[src/rtl/fifo_stage_arbiter_if.sv]
// Handshake bundle between the UART RX writer, UART TX reader, the attached
// FIFO and the stage arbiter that serialises their access.
interface fifo_stage_arbiter_if #(
  parameter int fifo_bit_len = 8
);
  logic                    wr_req;
  logic [fifo_bit_len-1:0] wr_data;
  logic                    wr_ack;
  logic                    rd_req;
  logic                    rd_ack;
  logic [fifo_bit_len-1:0] rd_data;
  logic [1:0]              fifo_stage;
  logic [fifo_bit_len-1:0] fifo_din;
  logic [fifo_bit_len-1:0] fifo_dout;
  logic [3:0]              level;
  logic                    full;
  logic                    empty;

  // The arbiter is the slave; the master side is the requesters plus the FIFO.
  modport slave (
    input  wr_req, wr_data, rd_req, fifo_dout,
    output wr_ack, rd_ack, rd_data, fifo_stage, fifo_din, level, full, empty
  );

  modport master (
    output wr_req, wr_data, rd_req, fifo_dout,
    input  wr_ack, rd_ack, rd_data, fifo_stage, fifo_din, level, full, empty
  );
endinterface

[src/rtl/fifo_stage_arbiter.sv]
// Round-robin arbiter that sequences writer and reader access to a single-port
// FIFO, keeping a shadow occupancy count so neither side over/underflows it.
module fifo_stage_arbiter #(
  parameter int fifo_size    = 6,
  parameter int fifo_bit_len = 8
) (
  input  logic                 slow_clk,
  input  logic                 nreset,
  fifo_stage_arbiter_if.slave  bus
);

  typedef enum logic [1:0] {IDLE, WR, RD, RD_CAP} state_t;
  typedef enum logic {GRANT_RD, GRANT_WR} grant_t;

  localparam logic [1:0] STAGE_IDLE = 2'b00;
  localparam logic [1:0] STAGE_RD   = 2'b01;
  localparam logic [1:0] STAGE_WR   = 2'b10;
  localparam logic [3:0] FULL_LEVEL = 4'(fifo_size);

  state_t                  state, state_nxt;
  grant_t                  last_grant, last_grant_nxt;
  logic [1:0]              fifo_stage_q, fifo_stage_nxt;
  logic [fifo_bit_len-1:0] fifo_din_q, fifo_din_nxt;
  logic [fifo_bit_len-1:0] rd_data_q, rd_data_nxt;
  logic                    wr_ack_q, wr_ack_nxt;
  logic                    rd_ack_q, rd_ack_nxt;
  logic [3:0]              level_q, level_nxt;

  logic wr_elig, rd_elig, grant_wr, grant_rd;

  assign wr_elig  = bus.wr_req && (level_q < FULL_LEVEL);
  assign rd_elig  = bus.rd_req && (level_q != 4'd0);
  // On a tie the side that did not win last time goes first.
  assign grant_wr = wr_elig && (!rd_elig || (last_grant == GRANT_RD));
  assign grant_rd = rd_elig && !grant_wr;

  always_ff @(posedge slow_clk) begin
    if (nreset) begin
      state        <= IDLE;
      last_grant   <= GRANT_RD;
      fifo_stage_q <= STAGE_IDLE;
      fifo_din_q   <= '0;
      rd_data_q    <= '0;
      wr_ack_q     <= 1'b0;
      rd_ack_q     <= 1'b0;
      level_q      <= 4'd0;
    end else begin
      state        <= state_nxt;
      last_grant   <= last_grant_nxt;
      fifo_stage_q <= fifo_stage_nxt;
      fifo_din_q   <= fifo_din_nxt;
      rd_data_q    <= rd_data_nxt;
      wr_ack_q     <= wr_ack_nxt;
      rd_ack_q     <= rd_ack_nxt;
      level_q      <= level_nxt;
    end
  end

  always_comb begin
    state_nxt      = state;
    last_grant_nxt = last_grant;
    fifo_stage_nxt = STAGE_IDLE;
    fifo_din_nxt   = fifo_din_q;
    rd_data_nxt    = rd_data_q;
    wr_ack_nxt     = 1'b0;
    rd_ack_nxt     = 1'b0;
    level_nxt      = level_q;
    case (state)
      IDLE: begin
        if (grant_wr) begin
          state_nxt      = WR;
          fifo_stage_nxt = STAGE_WR;
          fifo_din_nxt   = bus.wr_data;
          wr_ack_nxt     = 1'b1;
          level_nxt      = level_q + 4'd1;
          last_grant_nxt = GRANT_WR;
        end else if (grant_rd) begin
          state_nxt      = RD;
          fifo_stage_nxt = STAGE_RD;
          level_nxt      = level_q - 4'd1;
          last_grant_nxt = GRANT_RD;
        end
      end
      WR:     state_nxt = IDLE;
      RD:     state_nxt = RD_CAP;
      // The FIFO presents the popped word one cycle after the Reading command.
      RD_CAP: begin
        rd_data_nxt = bus.fifo_dout;
        rd_ack_nxt  = 1'b1;
        state_nxt   = IDLE;
      end
      default: state_nxt = IDLE;
    endcase
  end

  assign bus.fifo_stage = fifo_stage_q;
  assign bus.fifo_din   = fifo_din_q;
  assign bus.rd_data    = rd_data_q;
  assign bus.wr_ack     = wr_ack_q;
  assign bus.rd_ack     = rd_ack_q;
  assign bus.level      = level_q;
  assign bus.full       = (level_q == FULL_LEVEL);
  assign bus.empty      = (level_q == 4'd0);

endmodule

[src/flat_wrapper.sv]
// flat-port wrapper written by rule: the top's interface ports become plain ports
module fifo_stage_arbiter_flat 
#(
  parameter int fifo_size    = 6,
  parameter int fifo_bit_len = 8
)
  (slow_clk, nreset, bus_wr_req, bus_wr_data, bus_rd_req, bus_fifo_dout, bus_wr_ack, bus_rd_ack, bus_rd_data, bus_fifo_stage, bus_fifo_din, bus_level, bus_full, bus_empty);
  fifo_stage_arbiter_if #(.fifo_bit_len(fifo_bit_len)) bus_i ();
  input  logic slow_clk;
  input  logic nreset;
  input wire logic [$bits(bus_i.wr_req)-1:0] bus_wr_req;
  input wire logic [$bits(bus_i.wr_data)-1:0] bus_wr_data;
  input wire logic [$bits(bus_i.rd_req)-1:0] bus_rd_req;
  input wire logic [$bits(bus_i.fifo_dout)-1:0] bus_fifo_dout;
  output wire logic [$bits(bus_i.wr_ack)-1:0] bus_wr_ack;
  output wire logic [$bits(bus_i.rd_ack)-1:0] bus_rd_ack;
  output wire logic [$bits(bus_i.rd_data)-1:0] bus_rd_data;
  output wire logic [$bits(bus_i.fifo_stage)-1:0] bus_fifo_stage;
  output wire logic [$bits(bus_i.fifo_din)-1:0] bus_fifo_din;
  output wire logic [$bits(bus_i.level)-1:0] bus_level;
  output wire logic [$bits(bus_i.full)-1:0] bus_full;
  output wire logic [$bits(bus_i.empty)-1:0] bus_empty;
  assign bus_i.wr_req = bus_wr_req;
  assign bus_i.wr_data = bus_wr_data;
  assign bus_i.rd_req = bus_rd_req;
  assign bus_i.fifo_dout = bus_fifo_dout;
  assign bus_wr_ack = bus_i.wr_ack;
  assign bus_rd_ack = bus_i.rd_ack;
  assign bus_rd_data = bus_i.rd_data;
  assign bus_fifo_stage = bus_i.fifo_stage;
  assign bus_fifo_din = bus_i.fifo_din;
  assign bus_level = bus_i.level;
  assign bus_full = bus_i.full;
  assign bus_empty = bus_i.empty;
  fifo_stage_arbiter #(.fifo_size(fifo_size), .fifo_bit_len(fifo_bit_len)) u_core (.slow_clk(slow_clk), .nreset(nreset), .bus(bus_i));
endmodule
[config.mk]
export PLATFORM = sky130hd
export DESIGN_NAME = fifo_stage_arbiter_flat
export DESIGN_NICKNAME = d
export VERILOG_FILES = /design/src/rtl/fifo_stage_arbiter_if.sv /design/src/rtl/fifo_stage_arbiter.sv /design/src/flat_wrapper.sv
export SDC_FILE = /design/constraint.sdc
export NUM_CORES = 1
export LEC_CHECK = 0
export BUFFER_PORTS_ARGS = -buffer_cell sky130_fd_sc_hd__buf_2
export CAP_MARGIN = 0
export CORE_ASPECT_RATIO = 1.4
export CORE_UTILIZATION = 34
export DETAILED_ROUTE_END_ITERATION = 8
export SLEW_MARGIN = 20
export SYNTH_ARGS = -nofsm -noshare
export SYNTH_HDL_FRONTEND = slang
export SYNTH_SLANG_ARGS = --single-unit
[constraint.sdc]
create_clock -name slow_clk -period 2.65 [get_ports slow_clk]
set_input_delay 0.3975 -clock slow_clk [delete_from_list [all_inputs] [get_ports slow_clk]]
set_output_delay 0.3975 -clock slow_clk [all_outputs]
set_load 0.02 [all_outputs]
======== Yosys cells after proc, flatten, opt, wreduce, memory -nomap -nowiden ========
Index checks and enable logic that the tools add are counted.
storage, ports and cells
  word-level logic and storage cells ...... 46
  input bits .............................. 20
  register bits after elaboration ......... 27
  output and inout bits ................... 26
operators by class
  reductions and logical operators ........ 16
  eq/ne operators ......................... 5
  add/subtract/negate cells ............... 2
  bitwise gates (word level) .............. 2
  magnitude comparators ................... 1
  multiplexer cells ....................... 11
operators by type and width
  cell                 count
  $mux 4               2
  $mux 2               3
  $pmux 2 s3           1
  $mux 1               5
  $add 4x1->4 const B  1
  $eq 2x2->1 const B   2
  $eq 4x3->1 const B   1
  $logic_and 1x1->1    4
  $logic_not 4->1      1
  $lt 4x3->1 const B   1
  $reduce_and 2->1     2
  $reduce_bool 4->1    1
  $reduce_or 2->1      2
  $sub 4x1->4 const B  1
  $ne 3x1->1 const B   1
  $reduce_or 3->1      1
  $eq 2x1->1 const B   1
  $logic_not 1->1      2
  $logic_not 2->1      1
  $not 1->1            2
  $reduce_bool 2->1    1
  $logic_or 1x1->1     1

======== Logic depth before layout (Yosys ltp) ========
Gate-level depths: netlist (run 1).
  depth in word-level cells ............... 10
  mapped depth ............................ 8
  mapped depth without buffers ............ 7

======== Worst setup path after synthesis (run 1) ========
Ideal clock, no wire load.
  kind .................................... register -> register
  start point ............................. reg u_core.level_q[1], in the netlist u_core.bus.level[1]
  end point ............................... reg u_core.level_q[3], in the netlist u_core.bus.level[3]
  buffers on the path ..................... 1
  period minus slack after synthesis ...... 1.994 ns
  cell stages (with the launch flop) ...... 8
  setup slack ............................. 0.656 ns
  data required time ...................... 2.518 ns
  library setup time ...................... 0.132 ns
  data arrival time ....................... 1.862 ns
  cell sequence ........................... dfxtp_1 -> buf_6 -> o41ai_4 -> o211ai_2 -> ha_1 -> a31oi_1 -> a31o_1 -> a21oi_1
on the way
  word-level cells in the longest chain between the ends .. 9
  elaborated cells between the ends (all ways) .. 15
  those cells by class .................... add/sub (2); order compare (1); mux (2); reduce/logical (10)
RTL lines
  item                                                RTL line                  RTL
  start: declaration                                  fifo_stage_arbiter.sv:27  logic [3:0] level_q, level_nxt;
  start signal: assignment                            fifo_stage_arbiter.sv:55  level_q <= level_nxt;
  branches (longest 9 deep; another with $lt 4x3->1)  --
Parallel ways; which one is timed is not known. The select of a mux whose other input is x is not followed.
A chain may end at the register's enable or synchronous reset.

======== Worst setup path after layout (run 1) ========
Same ends and word-level chain as after synthesis.

==> flow_results.org, run 1 <==
** Logic synthesis
- Summed over all instances, the cell type with the most area after synthesis is dfxtp_1.
- The most used flip-flop cell after synthesis is dfxtp_1.
- The Yosys step of the flow raised 0 warnings.
- Syn Area/Cell :: 9.24 sq um
- The synthesized design contains 26 register bits.
- Sequential cell area fraction in the yosys report :: 0.478
- Number of cells produced by synthesis :: 118
- Synthesis instantiated 32 different standard cells from the library.
- Fraction of synthesis flops using an asynchronous set or reset pin :: 0
- The synthesized netlist occupies a cell area of 1090 sq um.
- Post-synthesis net count :: 140
- Post-synth EDFFs :: 0
- Synth area leaders :: dfxtp_1 (48%), mux2i_1 (7.3%), a21oi_1 (6.0%)
- Of the post-synthesis cell area, the dominant cell type holds 0.478.

** Placement
- Weighted congestion reported at the end of routability-driven placement :: 0.831
- Timing analysis after detailed placement gives a worst setup slack of 0.576 ns.
- Once detailed placement completed, the half-perimeter wirelength came to 1.65 mm.
- Number of I/O port buffers :: 45

** Run
- Across the run, the number of max-cap violations was 0.

** Power
- Highest ir drop seen on vdd :: 0.467 mV
- The share of total power dissipated in the clock network is 0.153.
- The internal portion of the total power is roughly 820 uW.
- The share of total power dissipated in sequential elements is 0.422.
- Reported net switching power :: 562 uW
- Of the total power, combinational logic draws 0.425.
- Dividing total power by cell area gives a power density of 1010 nW/um^2.
- The analysis attributes to cell leakage a power of ~0.66 nW.
- Sw frac :: 0.408

** Finish
- Syn-to-layout area delta :: 25.5%
- Share of post-route cells with drive strength above 1 :: 0.340
- Fill cells in the final layout number a little over 300.
- Count of nets after finishing :: 183
- Number of antenna diodes :: 0

** Clock network
- Clock tree sinks :: 26
- CTS built an H-tree with a depth of 1.
- At the later pin of the worst-skew pair, clock insertion delay measures 0.26 ns.
- Max clock buf depth :: 2
- Root Buffer :: clkbuf_8
- CTS Buf Count :: 3
- Number of hold-repair buffers added at the cts stage :: 0
- In this run, post-CTS repair resized a total of 0 instances.
- Clock-pin slew was measured on the worst setup and hold paths at 0.08 ns.
- TritonCTS built the clock tree.
- Post-CTS timing repair inserted 0 buffers for setup.

** Floorplan
- The initialized floorplan defines 23 standard-cell rows.
- Die height :: between 60 and 70 microns
- Core Box Area :: 2960 sq um
- Number of placed I/O pins :: 46
- DIE AREA :: around 3400 sq um
- Initial standard-cell utilization of the core :: 0.368
- Width of the chip :: 49.9 microns

** Drt
- Post-detailed-route wirelength per cell :: 11.8 microns
- DRT Wirelength :: 2.31 mm
- Detailed routing inserted a total of 961 vias.
- Post-detailed-route DRC marker count :: 0
- Post-detailed-route via-to-cell ratio :: about 4.9
- Iteration count of the initial detailed-routing pass :: 2
- Iteration-0 DRC count of the detailed router :: 11
- Number of nets still failing antenna checks after routing :: 0

** STA
- On the final layout, the worst clock skew is 0.00229 ns.
- For the pin with the worst max-slew slack, the measured transition is 0.478 ns.
- Setup repair after global routing left no endpoint under its margin.
- Final critical-path setup slack :: 0.549 ns
- Total negative slack :: 0 ns
- Period minus WS final :: about 2.1 ns
- Dividing the final minimum period by the clock period gives 0.793.
- Setup violations remaining at the end of the flow were counted as 0.
- Final number of max-transition violations :: 0
- Final-report hold violation count :: 0
- Max frequency :: 0.476 GHz
- Max-slew headroom :: 0.681

** Worst setup path
- Critical Path Start Type :: flip-flop
- In this run the worst path has a maximum fanout of 11.
- The most critical setup path has its startpoint at u_core.bus.level[1].
- Critical path type :: flip-flop to flip-flop
- Worst EP arrival :: 2.24 ns
- The worst setup path is captured at a flip-flop.
- Required @ worst endpoint :: 2.79 ns
- Reg-to-reg critical path startpoint :: u_core.bus.level[1]

** Global routing
- Entering global routing, the biggest net connects 28 pins.
- The number of global-route vias before repair is 836.
- Remaining Overflow, GRT :: 0
- Initial antenna violation count :: 0
- The first global-routing pass estimated between 3 and 4 mm of wire.
- In the global route stage, overall resource usage came out at 0.141.

** Run status
- The flow ran to the end, and the final reports show no timing, DRC or antenna violations.

** Hold path
- In this run the most critical hold path is launched from bus_wr_data[4].
- In this run the worst hold path is classified as input port to flip-flop.
==> worst paths after layout <==
| check | endpoint | slack [ns] | cells after the start |
|---|---|---|---|
| max | u_core.bus.level[3] | 0.55 | 6 |
| min | u_core.bus.fifo_din[4] | 0.36 | 3 |
| max reg2reg | u_core.bus.level[3] | 0.55 | 6 |
| min reg2reg | u_core.bus.rd_data[6] | 0.45 | 2 |
==> per-layer routing <==
layer,share of wire,GRT usage,up-vias
li1,-,-,495
met1,0.44,0.160,441
met2,0.51,0.248,21
met3,0.032,0.0263,4
met4,0.014,0.0821,0
met5,0,0,-
==> cell usage in the layout (no fill, tap or decap), types with 3 or more instances in the layout <==
cell / count
buf_2: 45
nand3_1: 8
inv_1: 3
clkbuf_8: 3
a21oi_1: 13
nor2_1: 12
mux2i_1: 8
nor2b_1: 3
nand2_1: 15
dfxtp_1: 26
==> power groups by stage <==
stage	registers, mW	logic (mW)	clock network, mW
finish	0.583	0.587	0.211
global route	0.601	0.645	0.241
global placement	0.585	0.583	0
detailed placement	0.594	0.588	0
floorplan	0.625	0.401	0
CTS	0.585	0.590	0.223
==> cell families after synthesis <==
logic type / Yosys count / share of synthesized area
AO/OA/AOI/OAI: 24 / 0.169
AND/OR/NAND/NOR: 45 / 0.192
XOR/XNOR: 2 / 0.0161
flip-flops: 26 / 0.478
multiplexers: 8 / 0.0735
buffers and inverters: 11 / 0.0494
adder cells (fa/ha/maj): 2 / 0.0230
==> per-stage QoR <==
step / total power [mW] / instances / utilization / hold slack (ns) / instance area, sq um
2_1_floorplan: 1.03 / 118 / - / 0.436 / 1090
3_3_place_gp: 1.17 / 193 / 0.447 / 0.440 / 1330
3_5_place_dp: 1.18 / 193 / 0.447 / 0.447 / 1330
4_1_cts: 1.40 / 196 / 0.461 / 0.361 / 1370
5_1_grt: 1.49 / 196 / 0.461 / 0.364 / 1370
6_report: 1.38 / 196 / 0.461 / 0.362 / 1370
==> layout make-up <==
type,count,area (sq um),area share
Inverter,3,11.3,0.00823
Clock buffer,3,41.3,0.0302
Tap cell,37,46.3,0.0339
Timing Repair Buffer,46,233,0.170
Sequential cell,26,520,0.381
Multi-Input combinational cell,81,515,0.377
==> sequential cells by signal, indices dropped and copies added (netlist names) <==
register	cells
u_core.bus.fifo_stage	2
u_core.bus.rd_ack	1
u_core.bus.rd_data	8
u_core.last_grant	1
u_core.state	2
u_core.bus.fifo_din	8
u_core.bus.level	4
==> Yosys cell counts (2+ instances only) <==
library cell	number
a21oi_1	13
clkbuf_1	4
dfxtp_1	26
ha_1	2
inv_1	3
mux2i_1	8
nand2_1	15
nand3_1	8
nor2_1	12
nor2b_1	3
nor3_1	2
o211ai_1	2
==> critical path, cell delays in order, from the launching register on <==
cell,delay [ns]
dfxtp_1,0.45
o41ai_4,0.46
o211ai_2,0.23
ha_1,0.39
a31oi_1,0.22
a31o_1,0.17
a21oi_1,0.06
(Power assumes the default switching activity.)
==> run 2: changes to the inputs <==
==> constraint.sdc (replaced) <==
create_clock -name slow_clk -period 1.8 [get_ports slow_clk]
set_input_delay 0.27 -clock slow_clk [delete_from_list [all_inputs] [get_ports slow_clk]]
set_output_delay 0.27 -clock slow_clk [all_outputs]
set_load 0.02 [all_outputs]
==> run 2 against run 1 <==
The run now ends with negative setup slack left. Total power increased by 82%. Count of clock-buffer cells in the layout unchanged. Maximum frequency is 13% higher. Combinational power is 110% higher. Clock skew increased by 0.0038 ns. Cell count rose by 8.2%. Hold slack got worse by 0.14 ns. Sequential cell count unchanged. Final area up 13%. Register-to-register slack got worse by 0.61 ns. Largest power group unchanged.
==> flow_results.org, run 2 (synthesis gave the netlist of run 1 again) <==
** Worst setup path
- Critical path type :: flip-flop to flip-flop
- In this run the number of cells on the critical path is 8.
- Count of buffer and inverter cells on the critical path :: 1
- Cell depth of the worst flop-to-flop path :: 8
- Data arrives at the worst endpoint at slightly above 2 ns.
- Sequence of cells on the critical path :: buf_4, a21oi_1, o211ai_2, xor2_1, ha_2, a21oi_2, nor2b_1, o41ai_2
- The worst register-to-register path has a setup slack of -0.06 ns.
- Slowest stage cell, crit path :: dfxtp_4
- Of all nets on the critical path, the largest fanout is 4.
- Endpoint type of the worst setup path :: flip-flop
- Critical Path Start Type :: flip-flop
- Among cell families on the critical path, the largest total delay comes from compound AO/OA/AOI/OAI gates.
- STA puts the critical path data required time at about 2 ns.
- The largest single stage delay on the critical path is 0.37 ns.

** Placement
- Timing analysis after detailed placement gives a worst setup slack of -0.0460 ns.
- Weighted congestion reported at the end of routability-driven placement :: 0.887
- Number of I/O port buffers :: 45
- Total cell area at the placement stage :: 1400 sq um
- The HPWL after detailed placement is around 1.8 mm.

** Power
- Highest ir drop seen on vdd :: 0.946 mV
- Static power due to leakage :: around 0.75 nW
- For this design the ratio of total power to cell area is 1620 nW/um^2.

** STA
- Final critical-path setup slack :: -0.0643 ns
- Setup repair after global routing could not meet its margin everywhere.
- The max-slew violation count came to 0.
- Setup violation total in the final timing report :: 2
- Based on the critical path, the design can be clocked at up to around 0.54 GHz.
- Period minus WS final :: approximately 1.9 ns
- Max-slew headroom :: 0.677
- Final-report hold violation count :: 0
- Of the available clock period, the critical path in the final layout requires 1.04.
- Skew final :: 0.00611 ns
- At the pin with the least slew margin, the transition time is 0.484 ns.

** Hold path
- Hold-critical path depth :: 3
- Min-delay worst type :: input port to flip-flop

** Floorplan
- Pin placement for this block handled 46 I/O pins.
- The floorplan has 23 rows.
- The die is 49.9 microns wide.
- The die covers 3440 sq um.
- Die height :: 69.0 microns
- For this configuration, the core starts out at a cell density of 0.368.
- The core region is about 3000 sq um.

** Clock network
- Clock latency at the later pin of the worst-skew pair :: 0.27 ns
- CTS built an H-tree with a depth of 1.
- Number of hold-repair buffers added at the cts stage :: 0
- After clock tree synthesis, the clock-pin slew on the worst setup and hold paths is 0.09 ns.
- CTS Buf Count :: 3
- Clock tree synthesis selected as its root buffer the cell clkbuf_8.
- The clock drives 26 sinks.
- TritonCTS built the clock tree.
- Max clock buf depth :: 2

** Drt
- In the final routed layout, each cell accounts on average for roughly 12 microns.
- Total vias in the final route :: 1,023
- In this run, the number of DRC markers left after iteration 0 of detailed routing was 14.
- Post-detailed-route via-to-cell ratio :: about 4.8
- Number of nets still failing antenna checks after routing :: 0
- Post-detailed-route DRC marker count :: 0
- Iteration count of the initial detailed-routing pass :: 4
- DRT Wirelength :: 2.63 mm

** Run status
- The checks that failed: negative setup slack.
- The run finished, with violations left.

** Finish
- The finished cells cover 1550 sq um.
- For this run, the share of the core covered by cells in the final layout is 0.522.
- Count of nets after finishing :: between 150 and 200
- Of the cells placed in the final design, the portion with a size suffix greater than 1 is 0.451.
- Leaving out fill and tap cells, the most frequent cell in the layout is buf_2.
- The library cells used most frequently in the layout, excluding fill and tap cells, are buf_2 (45), dfxtp_1 (22), buf_4 (16), nand2_1 (15).
- Syn-to-layout area delta :: 42.0%
- Number of antenna diodes :: 0

** Global routing
- Entering global routing, the biggest net connects 28 pins.
- For this run the aggregate overflow at the end of global routing stands at 0.
- Global routing usage summed across all routing layers :: 0.161
- Initial antenna violation count :: 0
- Global-route wire length before repair :: 4.18 mm
- The number of global-route vias before repair came to 960.

** Run
- Reported max-cap violation count :: 0
==> run 2: per-stage QoR <==
stage                     TNS [ns]  instances  total power [mW]  hold WS (ns)
after floorplan             -0.147        118              1.53         0.414
after global placement           0        201              1.84         0.441
after detailed placement   -0.0784        201              1.86         0.444
after CTS                        0        210              2.40         0.222
after global routing        -0.246        212              2.66         0.228
final                       -0.102        212              2.51         0.224
==> run 2: area by class of cell <==
cell class | count | area (sq um)
Fill cell | 288 | 1420
Multi-Input combinational cell | 81 | 543
Sequential cell | 26 | 531
Timing Repair Buffer | 61 | 345
Tap cell | 37 | 46.3
Clock buffer | 3 | 41.3
Clock inverter | 1 | 30.0
Inverter | 3 | 11.3
==> run 2: timing repair <==
item,in CTS,in global routing
hold endpoints to repair,0,0
buffers inserted,5,3
pin swaps,4,9
setup endpoints to repair,2,3
resized for setup,1,5
==> run 2: path summary, 6_finish.rpt <==
path | startpoint | end
worst max register to register | u_core.bus.level[1] | u_core.bus.level[2]
worst min register to register | u_core.bus.rd_data[7] | u_core.bus.rd_data[7]
worst max-delay path | u_core.bus.level[1] | u_core.bus.level[2]
worst min-delay path | bus_wr_data[4] | u_core.bus.fifo_din[4]
==> run 2: layer usage <==
metal  part of all wire  vias to the layer above  track usage
li1                   -                      523            -
met1               0.41                      462        0.180
met2               0.52                       30        0.282
met3              0.044                        8       0.0263
met4              0.029                        0        0.111
met5                  0                        -            0
==> run 2: tightest hold or removal path, stage by stage <==
cell and delay [ns]:
buf_2 0.07, mux2i_1 0.05, nor2_1 0.07
==> run 2: power by group <==
part           total [mW]  internal, mW  switching, mW
Clock               0.475         0.297          0.178
Combinational        1.25         0.567          0.678
Sequential          0.788         0.704         0.0840
